File: src/rtl/otter_cu_fsm.sv
// Multicycle control FSM for the OTTER RV32I core: sequences fetch, execute and
// load writeback, and drives the PC, register file, memory, CSR and interrupt enables.
module otter_cu_fsm #(
    parameter int OPC_W = 7
) (
    input  logic             CLK,
    input  logic             RST_N,
    input  logic [OPC_W-1:0] OPCODE,
    input  logic [2:0]       FUNC3,
    input  logic             INTR,
    input  logic             MIE,
    input  logic             MEM_ACK,
    output logic             PC_RST,
    output logic             PC_WRITE,
    output logic             REG_WRITE,
    output logic             MEM_RDEN1,
    output logic             MEM_RDEN2,
    output logic             MEM_WE2,
    output logic             CSR_WE,
    output logic             MRET_EXEC,
    output logic             INT_TAKEN,
    output logic [2:0]       STATE
);

    typedef enum logic [2:0] {
        ST_INIT  = 3'd0,
        ST_FETCH = 3'd1,
        ST_EXEC  = 3'd2,
        ST_WB    = 3'd3,
        ST_INTR  = 3'd4
    } state_t;

    localparam logic [OPC_W-1:0] OPC_LOAD   = OPC_W'(7'b0000011);
    localparam logic [OPC_W-1:0] OPC_STORE  = OPC_W'(7'b0100011);
    localparam logic [OPC_W-1:0] OPC_BRANCH = OPC_W'(7'b1100011);
    localparam logic [OPC_W-1:0] OPC_LUI    = OPC_W'(7'b0110111);
    localparam logic [OPC_W-1:0] OPC_AUIPC  = OPC_W'(7'b0010111);
    localparam logic [OPC_W-1:0] OPC_JAL    = OPC_W'(7'b1101111);
    localparam logic [OPC_W-1:0] OPC_JALR   = OPC_W'(7'b1100111);
    localparam logic [OPC_W-1:0] OPC_OPIMM  = OPC_W'(7'b0010011);
    localparam logic [OPC_W-1:0] OPC_OP     = OPC_W'(7'b0110011);
    localparam logic [OPC_W-1:0] OPC_SYSTEM = OPC_W'(7'b1110011);

    state_t state;
    state_t state_nxt;
    logic   done;

    always_ff @(posedge CLK or negedge RST_N) begin
        if (!RST_N)
            state <= ST_INIT;
        else
            state <= state_nxt;
    end

    always_comb begin
        PC_RST    = 1'b0;
        PC_WRITE  = 1'b0;
        REG_WRITE = 1'b0;
        MEM_RDEN1 = 1'b0;
        MEM_RDEN2 = 1'b0;
        MEM_WE2   = 1'b0;
        CSR_WE    = 1'b0;
        MRET_EXEC = 1'b0;
        INT_TAKEN = 1'b0;
        done      = 1'b0;
        state_nxt = state;

        case (state)
            ST_INIT: begin
                PC_RST    = 1'b1;
                state_nxt = ST_FETCH;
            end
            ST_FETCH: begin
                MEM_RDEN1 = 1'b1;
                state_nxt = ST_EXEC;
            end
            ST_EXEC: begin
                case (OPCODE)
                    OPC_LOAD: begin
                        MEM_RDEN2 = 1'b1;
                        state_nxt = ST_WB;
                    end
                    OPC_STORE: begin
                        MEM_WE2 = 1'b1;
                        if (MEM_ACK) begin
                            PC_WRITE = 1'b1;
                            done     = 1'b1;
                        end
                    end
                    OPC_BRANCH: begin
                        PC_WRITE = 1'b1;
                        done     = 1'b1;
                    end
                    OPC_LUI, OPC_AUIPC, OPC_JAL, OPC_JALR, OPC_OPIMM, OPC_OP: begin
                        REG_WRITE = 1'b1;
                        PC_WRITE  = 1'b1;
                        done      = 1'b1;
                    end
                    OPC_SYSTEM: begin
                        PC_WRITE = 1'b1;
                        if (FUNC3 == 3'b001) begin
                            CSR_WE    = 1'b1;
                            REG_WRITE = 1'b1;
                            done      = 1'b1;
                        end else if (FUNC3 == 3'b000) begin
                            // mret returns to the interrupted code before any new interrupt is taken
                            MRET_EXEC = 1'b1;
                            state_nxt = ST_FETCH;
                        end else begin
                            done = 1'b1;
                        end
                    end
                    default: begin
                        PC_WRITE = 1'b1;
                        done     = 1'b1;
                    end
                endcase
            end
            ST_WB: begin
                if (MEM_ACK) begin
                    REG_WRITE = 1'b1;
                    PC_WRITE  = 1'b1;
                    done      = 1'b1;
                end else begin
                    MEM_RDEN2 = 1'b1;
                end
            end
            ST_INTR: begin
                INT_TAKEN = 1'b1;
                PC_WRITE  = 1'b1;
                state_nxt = ST_FETCH;
            end
            default: state_nxt = ST_INIT;
        endcase

        if (done)
            state_nxt = (INTR && MIE) ? ST_INTR : ST_FETCH;
    end

    assign STATE = state;

endmodule
File: config.mk
export PLATFORM = sky130hd
export DESIGN_NAME = otter_cu_fsm
export DESIGN_NICKNAME = d
export VERILOG_FILES = /design/src/rtl/otter_cu_fsm.sv
export SDC_FILE = /design/constraint.sdc
export NUM_CORES = 1
export LEC_CHECK = 0
export CORE_AREA = 5 5 42 44
export DETAILED_ROUTE_END_ITERATION = 8
export DIE_AREA = 0 0 47 49
export DONT_BUFFER_PORTS = 1
export PLACE_DENSITY_LB_ADDON = 0.15
export REMOVE_ABC_BUFFERS = 1
export SETUP_SLACK_MARGIN = 0.4
export SLEW_MARGIN = 20
export SYNTH_ARGS = -nofsm -noshare
export SYNTH_HDL_FRONTEND = slang
export SYNTH_SLANG_ARGS = --single-unit
File: constraint.sdc
create_clock -name CLK -period 1.7 [get_ports CLK]
set_clock_uncertainty 0.1 [all_clocks]
set_input_delay 0.17 -clock CLK [delete_from_list [all_inputs] [get_ports CLK]]
set_output_delay 0.17 -clock CLK [all_outputs]
set_load 0.03 [all_outputs]
* Word level (Yosys, flattened, before mapping) *
Cells that the tools add are included.

storage, ports and cells
  output and inout bits = 12
  bits of input ports = 15
  bits in registers = 3
  logic and storage cells = 55

cells by class
  equal/unequal tests = 18
  reductions and logical operators = 6
  muxes and demuxes = 30

operators with widths
  cell                                                                    count
  7-bit by 6-bit equality test with 1-bit output (second input constant)  3
  7-bit equality test (second input constant)                             3
  1-bit 2-to-1 mux                                                        17
  7-bit by 5-bit equality test with 1-bit output (second input constant)  2
  3-bit 2-to-1 mux                                                        4
  3-bit case mux with 4 select lines                                      1
  1-bit case mux with 2 select lines                                      5
  4-bit != test (second input constant)                                   2
  7-bit by 2-bit equality test with 1-bit output (second input constant)  1
  3-bit by 1-bit equality test with 1-bit output (second input constant)  2
  3-bit by 2-bit equality test with 1-bit output (second input constant)  2
  3-bit logical NOT                                                       2
  1-bit case mux with 3 select lines                                      2
  3-bit case mux with 2 select lines                                      1
  6-bit OR reduction                                                      1
  4-bit by 3-bit != test with 1-bit output (second input constant)        1
  4-bit AND reduction                                                     1
  3-bit equality test (second input constant)                             1
  2-bit != test (second input constant)                                   1
  2-bit OR reduction                                                      1
  1-bit logical AND                                                       1

* Logic depth before layout (Yosys ltp) *
Gate-level depths: netlist of the first run.

  depth in word-level cells = 7
  mapped depth = 4

* Worst setup path before layout of the first run *
OpenSTA, ideal clock, no wires.

  kind = reg-to-output
  start = register state[1] (netlist: STATE[1])
  end = output MEM_WE2
  slack = -0.334 ns
  data required time = 1.430 ns
  cell stages (with the launch flop) = 4
  data arrival time = 1.764 ns
  path buffers = 1
  cell sequence = dfrtp_1 -> buf_2 -> nand2b_1 -> nor4_1

between the ends
  word-level cells in the longest chain between the ends = 2

RTL lines
  what                                            line  text
  from (decl)                                     44    state_t state;
  from (signal assigned)                          52    state <= state_nxt;
  3-bit by 2-bit equality test with 1-bit output  68    case (state)
  1-bit 2-to-1 mux                                68
  to (decl)                                       18    output logic MEM_WE2,

Every way passes these cells.

* Worst setup path after layout of the first run *
  start = register state[0] (netlist: STATE[0])
  end = output MEM_RDEN2

between the ends
  word-level cells in the longest chain between the ends = 2

RTL lines
  what                                            line  text
  3-bit by 2-bit equality test with 1-bit output  68
  1-bit case mux with 2 select lines (*)          68
  to (decl)                                       17    output logic MEM_RDEN2,

Mark *: on every way between the ends. The rest lies on a longest branch, timed or not.

==> impl_metrics.csv, run 1 <==
group,metric,value,unit
run_status,status,"complete, no violations",
synthesis,synth_xor_area_share,0,%
place,dp_hpwl,910,µm
pwr,power_density,1450,nW/µm²
clock_tree,numCtsBuffers,3,
place,portBuffers,0,
finish,nets,88,
critical_path,crit_required,1430,ps
finish,multi_input_area,368,µm²
critical_path,start_kind,"register",
place,place_area,495,µm²
grt,grt_max_degree,9,
synthesis,syn_area,383,µm²
sta,rsz0062_at_grt,"yes",
synthesis,synth-seq-area-share,19.6,%
route,drc,0,
grt,grt_pass1_vias,449,
route,vias_per_cell,5.45,
clock_tree,clkLatencyLatePin,230,ps
route,routedWlPerCell,14.1,µm
critical_path,cp.arrival,1300,ps
floorplanning,pin_count,27,
place,place_ws,196,ps
clock_tree,clkSinkCount,3,
floorplanning,die_h,49,µm
synthesis,yosys.area_share.adder,0,%
clock_tree,clk_path_buf_depth,2,
finish,syn_to_final_growth,70.9,%
pwr,leakage,0.237,nW
synthesis,synth.avg_cell_area,7.36,µm²
sta,finalHoldViolCount,0,
flow_run,drv_cap,0,
synthesis,synth.distinct_cells,30,
route,vias,480,
pwr,ir_worst_vdd,949,µV
finish,fillerInstances,147,
floorplanning,fp.dieArea,2300,µm²
synthesis,muxShareOfSynthArea,0,%
finish,drive_gt1_share,44.4,%
finish,regArea,75.1,µm²
critical_path,crit_path_end_kind,"output pin",
floorplanning,die_w,47,µm
sta,whs,80.6,ps
floorplanning,num_rows,14,
finish,fin_cells,88,
critical_path,worstSetupPathType,"register to output pin",
synthesis,syn-instance-count,52,
worst_hold_path,holdCritPathClass,"input pin to async pin",
finish,design_area,654,µm²
clock_tree,clk_pin_slew,40,ps
finish,largest_reg_flops,3,
sta,tightest_slew,244,ps
route,dr.pass1.iters,4,
sta,period_minus_slack,1570,ps
sta,fin_tns_setup,0,ps
route,wl,1250,µm
sta,drv_slew,0,
sta,layout_setup_ws,130,ps
finish,antenna_cells,0,
clock_tree,root_buffer,"clkbuf_4",
clock_tree,cts_tree,"built",
synthesis,synth_top_family_by_area,"simple AND/OR/NAND/NOR gates",
grt,grt_pass1_wl,1930,µm
place,gp_congestion,0.732,
critical_path,cp_max_fo,4,
synthesis,synth-compound-area-share,24.5,%
place,dpl.cell_count,80,
clock_tree,h-tree-depth,1,
sta,final-setup-viol-count,0,
sta,period_share,92.3,%
pwr,power.total,0.946,mW
sta,max-slew-margin-rel,83.6,%
sta,fmax,0.637,GHz
floorplanning,coreArea,1400,µm²
grt,antenna_found_initial,0,
floorplanning,start_util,27.3,%
grt,overflow,0,
route,antenna_left,0,
synthesis,synthSimpleGateAreaFrac,51.6,%
synthesis,synth_seq_cells,3,
finish,fin_util,46.7,%
route,drtIter0Drc,20,
synthesis,yosys_warnings,0,
grt,gr-usage-all-layers,11.0,%
## area by class of cell
type / instances / share of cell area (%)
repair buffers: 18 / 24.7
clock buffers: 4 / 4.02
inverters: 1 / 0.574
flip-flops and latches: 3 / 11.5
multi-input cells: 46 / 56.2
well taps: 16 / 3.06
## cell families after synthesis
group	count (synthesis)
and+or+nand+nor	31
AOI/OAI and AO/OA	15
DFF	3
buffers and inverters	3
## cell usage after synthesis
cell type | number | area share (%)
nand2b_1 | 3 | 4.9
nand2_1 | 4 | 3.9
nor2b_1 | 3 | 4.9
inv_1 | 1 | 0.98
a22oi_1 | 1 | 2.0
o21ai_1 | 1 | 1.3
nor2_4 | 1 | 2.9
o22ai_1 | 1 | 1.6
or3_1 | 1 | 1.6
a311o_1 | 1 | 2.6
nand4bb_1 | 1 | 2.9
o21ai_0 | 2 | 2.6
nor3b_1 | 2 | 3.9
nor2_1 | 3 | 2.9
a211o_1 | 1 | 2.3
or2_1 | 1 | 1.6
nand3_1 | 2 | 2.6
nand4b_1 | 1 | 2.3
a21oi_1 | 6 | 7.8
nor4_1 | 2 | 3.3
o211ai_1 | 1 | 2.0
dfrtp_1 | 3 | 20
and3_1 | 1 | 1.6
or3b_1 | 1 | 2.3
nor4bb_1 | 1 | 2.6
buf_4 | 1 | 2.0
a311oi_1 | 1 | 2.3
nor3_1 | 3 | 3.9
and4bb_2 | 1 | 3.3
buf_2 | 1 | 1.3
## where the power goes
| part | internal, mW | switching [mW] |
|---|---|---|
| logic | 0.271 | 0.411 |
| clock network | 0.0881 | 0.0396 |
| registers | 0.101 | 0.0349 |
| total | 0.460 | 0.486 |
## final timing paths
path	from	to	slack, ps	depth (start not counted)
max	STATE[0]	MEM_RDEN2	130	3
min	RST_N	STATE[1]	80	1
max reg2reg	STATE[0]	STATE[0]	240	3
min reg2reg	STATE[2]	STATE[1]	510	2
max in group asynchronous	RST_N	STATE[2]	1280	1
min in group CLK	MIE	STATE[0]	110	2
## critical path: stages, from the launching register on
cell	delay [ps]
dfrtp_1	400
or3_1	380
a21oi_2	140
buf_6	140
## cell usage in the layout, fill, tap and decap left out, drive strengths merged
master       count
o21ai            3
a311oi           1
inv              1
nor2             4
o211ai           1
nand4bb          1
dlygate4sd3      3
a211o            1
or3              1
nand2            4
nor4bb           1
a22oi            1
nor2b            3
nor4             2
buf             15
nor3             3
o22ai            1
or2              1
nor3b            2
and4bb           1
and3             1
nand4b           1
clkbuf           4
a311o            1
dfrtp            3
nand2b           3
or3b             1
a21oi            6
nand3            2
## per-layer routing
metal | part of all wire (%) | track usage, % | wire [µm]
met1 | 38 | 15.1 | 474
met2 | 50 | 15.4 | 620
met3 | 11 | 4.06 | 143
met4 | 0.64 | 4.15 | 8
met5 | 0 | 0 | 0
## repair_timing
| item | CTS | global route |
|---|---|---|
| pin swaps | 6 | 4 |
| hold endpoints to repair | 4 | 0 |
| hold buffers | 3 | 0 |
| cloned | 0 | 0 |
| setup buffers | 1 | 0 |
| gates resized for setup | 5 | 17 |
| setup endpoints to repair | 12 | 12 |
Power figures use the tool's default switching activity.
==> inputs of run 2 (changes only) <==
Settings changed: CTS_CLUSTER_DIAMETER from default to 150, GPL_TIMING_DRIVEN from default to 0.
==> run 2 against run 1 <==
  * The flow now finishes with violations (negative setup slack)
  * Register-to-register slack got worse by 270 ps
  * Sequential power up 82%
  * Combinational power is 4.3% lower
  * Sequential cell count unchanged
  * Cell count fell by 8.0%
  * Worst setup slack worse by 160 ps
  * Total power up 8.3%
  * Global-route usage rose by 0.83 points
  * Critical path type is now register to register
==> impl_metrics.csv, run 2 (same netlist as run 1, synthesis figures left out) <==
group,metric,value,unit
floorplanning,fp.dieArea,2300,µm²
critical_path,start_kind,"register",
route,dr.pass1.iters,1,
critical_path,crit_buf_inv,1,
sta,fmax,0.577,GHz
clock_tree,clkSinkCount,3,
finish,regArea,81.3,µm²
critical_path,crit_required,1710,ps
finish,fillerInstances,153,
route,antenna_left,0,
clock_tree,clk_pin_slew,40,ps
place,gp_congestion,0.707,
finish,nets,81,
clock_tree,clk_path_buf_depth,2,
sta,max-slew-margin-rel,64.1,%
grt,grt_pass1_vias,496,
finish,antenna_cells,0,
grt,grt_max_degree,8,
clock_tree,numCtsBuffers,3,
critical_path,reg2reg_depth,4,
sta,finalHoldViolCount,0,
place,dpl.cell_count,66,
run_status,status,"finished with violations",
critical_path,cp_max_fo,7,
sta,rsz0062_at_grt,"yes",
critical_path,worstSetupPathType,"register to register",
grt,gr-usage-all-layers,11.8,%
sta,final-setup-viol-count,3,
floorplanning,die_h,49,µm
grt,grt_pass1_wl,2060,µm
floorplanning,die_w,47,µm
place,place_ws,-349,ps
finish,layout_commonest_cell,"nand2_1",
finish,fin_cells,81,
floorplanning,start_util,27.3,%
critical_path,critical_path.cell_chain,"buf_6 -> a311o_1 -> or2_4 -> a211o_1",
critical_path,critPathMaxStageDelay,560,ps
grt,antenna_found_initial,0,
sta,period_share,102,%
critical_path,critPathTopFamily,"flip-flops",
pwr,ir_worst_vdd,1120,µV
finish,syn_to_final_growth,73.5,%
grt,overflow,0,
finish,drive_gt1_share,53.8,%
route,wl,1310,µm
place,dp_hpwl,842,µm
critical_path,r2r-end,"STATE[0]",
route,routedWlPerCell,16.1,µm
critical_path,ff2ff_setup_slack,-30,ps
critical_path,r2r_start,"STATE[0]",
pwr,power.total,1.02,mW
pwr,leakage,0.215,nW
pwr,power_density,1540,nW/µm²
sta,whs,85.6,ps
flow_run,drv_cap,0,
place,portBuffers,0,
floorplanning,coreArea,1400,µm²
worst_hold_path,holdCritPathClass,"input pin to async pin",
clock_tree,cts_tree,"built",
floorplanning,num_rows,14,
route,vias,448,
run_status,violations,"negative setup slack",
sta,period_minus_slack,1730,ps
finish,multi_input_area,443,µm²
route,vias_per_cell,5.53,
sta,tightest_slew,536,ps
route,drc,0,
critical_path,crit_path_end_kind,"register",
route,drtIter0Drc,0,
clock_tree,h-tree-depth,1,
critical_path,slowest_stage,"dfrtp_4",
finish,largest_reg_flops,3,
clock_tree,clkLatencyLatePin,230,ps
sta,layout_setup_ws,-33.4,ps
critical_path,cp.arrival,1740,ps
sta,drv_slew,0,
floorplanning,pin_count,27,
clock_tree,root_buffer,"clkbuf_4",
[run 2: how the worst max path moves through the flow]
stage / depth (start not counted) / to / from / slack [ps]
2_1_floorplan: 2 / MEM_WE2 / STATE[1] / -300
3_3_place_gp: 2 / MEM_WE2 / STATE[1] / -500
5_1_grt: 4 / STATE[0] / STATE[0] / -70
3_5_place_dp: 3 / PC_WRITE / STATE[1] / -350
4_1_cts: 4 / STATE[1] / STATE[0] / -40
6_report: 4 / STATE[0] / STATE[0] / -30
[run 2: stage by stage]
step	util [%]	instance area (µm²)	TNS [ps]
final	47.4	664	-93.7
after global routing	47.4	664	-291
after CTS	44.6	624	-177
after detailed placement	28.3	397	-1480
after global placement	27.9	390	-1730
after floorplan	-	370	-621
[run 2: repair_timing]
item,in CTS,in global routing
setup buffers,7,1
endpoints found under the hold margin,4,0
pin swaps,7,4
endpoints found under the setup margin,12,12
resized for setup,34,6
hold buffers,3,0
[run 2: routing by layer]
layer / GRT usage (%) / vias up / part of all wire, %
li1: - / 224 / -
met1: 13.7 / 208 / 39
met2: 19.0 / 14 / 52
met3: 1.48 / 2 / 7.3
met4: 8.29 / 0 / 1.5
met5: 0 / - / 0
[run 2: final cells by class]
type,count,area share [%]
clock buffers,4,3.95
inverters,1,0.565
multi-input cells,46,66.7
flip-flops and latches,3,12.2
well taps,16,3.01
repair buffers,11,13.6
[run 2: worst register-to-register path, stage by stage, from the launching register on]
cell,delay [ps]
dfrtp_4,560
buf_6,160
a311o_1,290
or2_4,250
a211o_1,260
[run 2: power breakdown]
part | switching (mW) | total (mW) | internal (mW)
clock network | 0.0358 | 0.124 | 0.0879
registers | 0.136 | 0.247 | 0.112
logic | 0.372 | 0.653 | 0.281
==> inputs of run 3 (changes only) <==
Settings changed: CAP_MARGIN from default to 20.
==> results of run 3 <==
Final layout, timing and power as in run 2 (identical DEF).
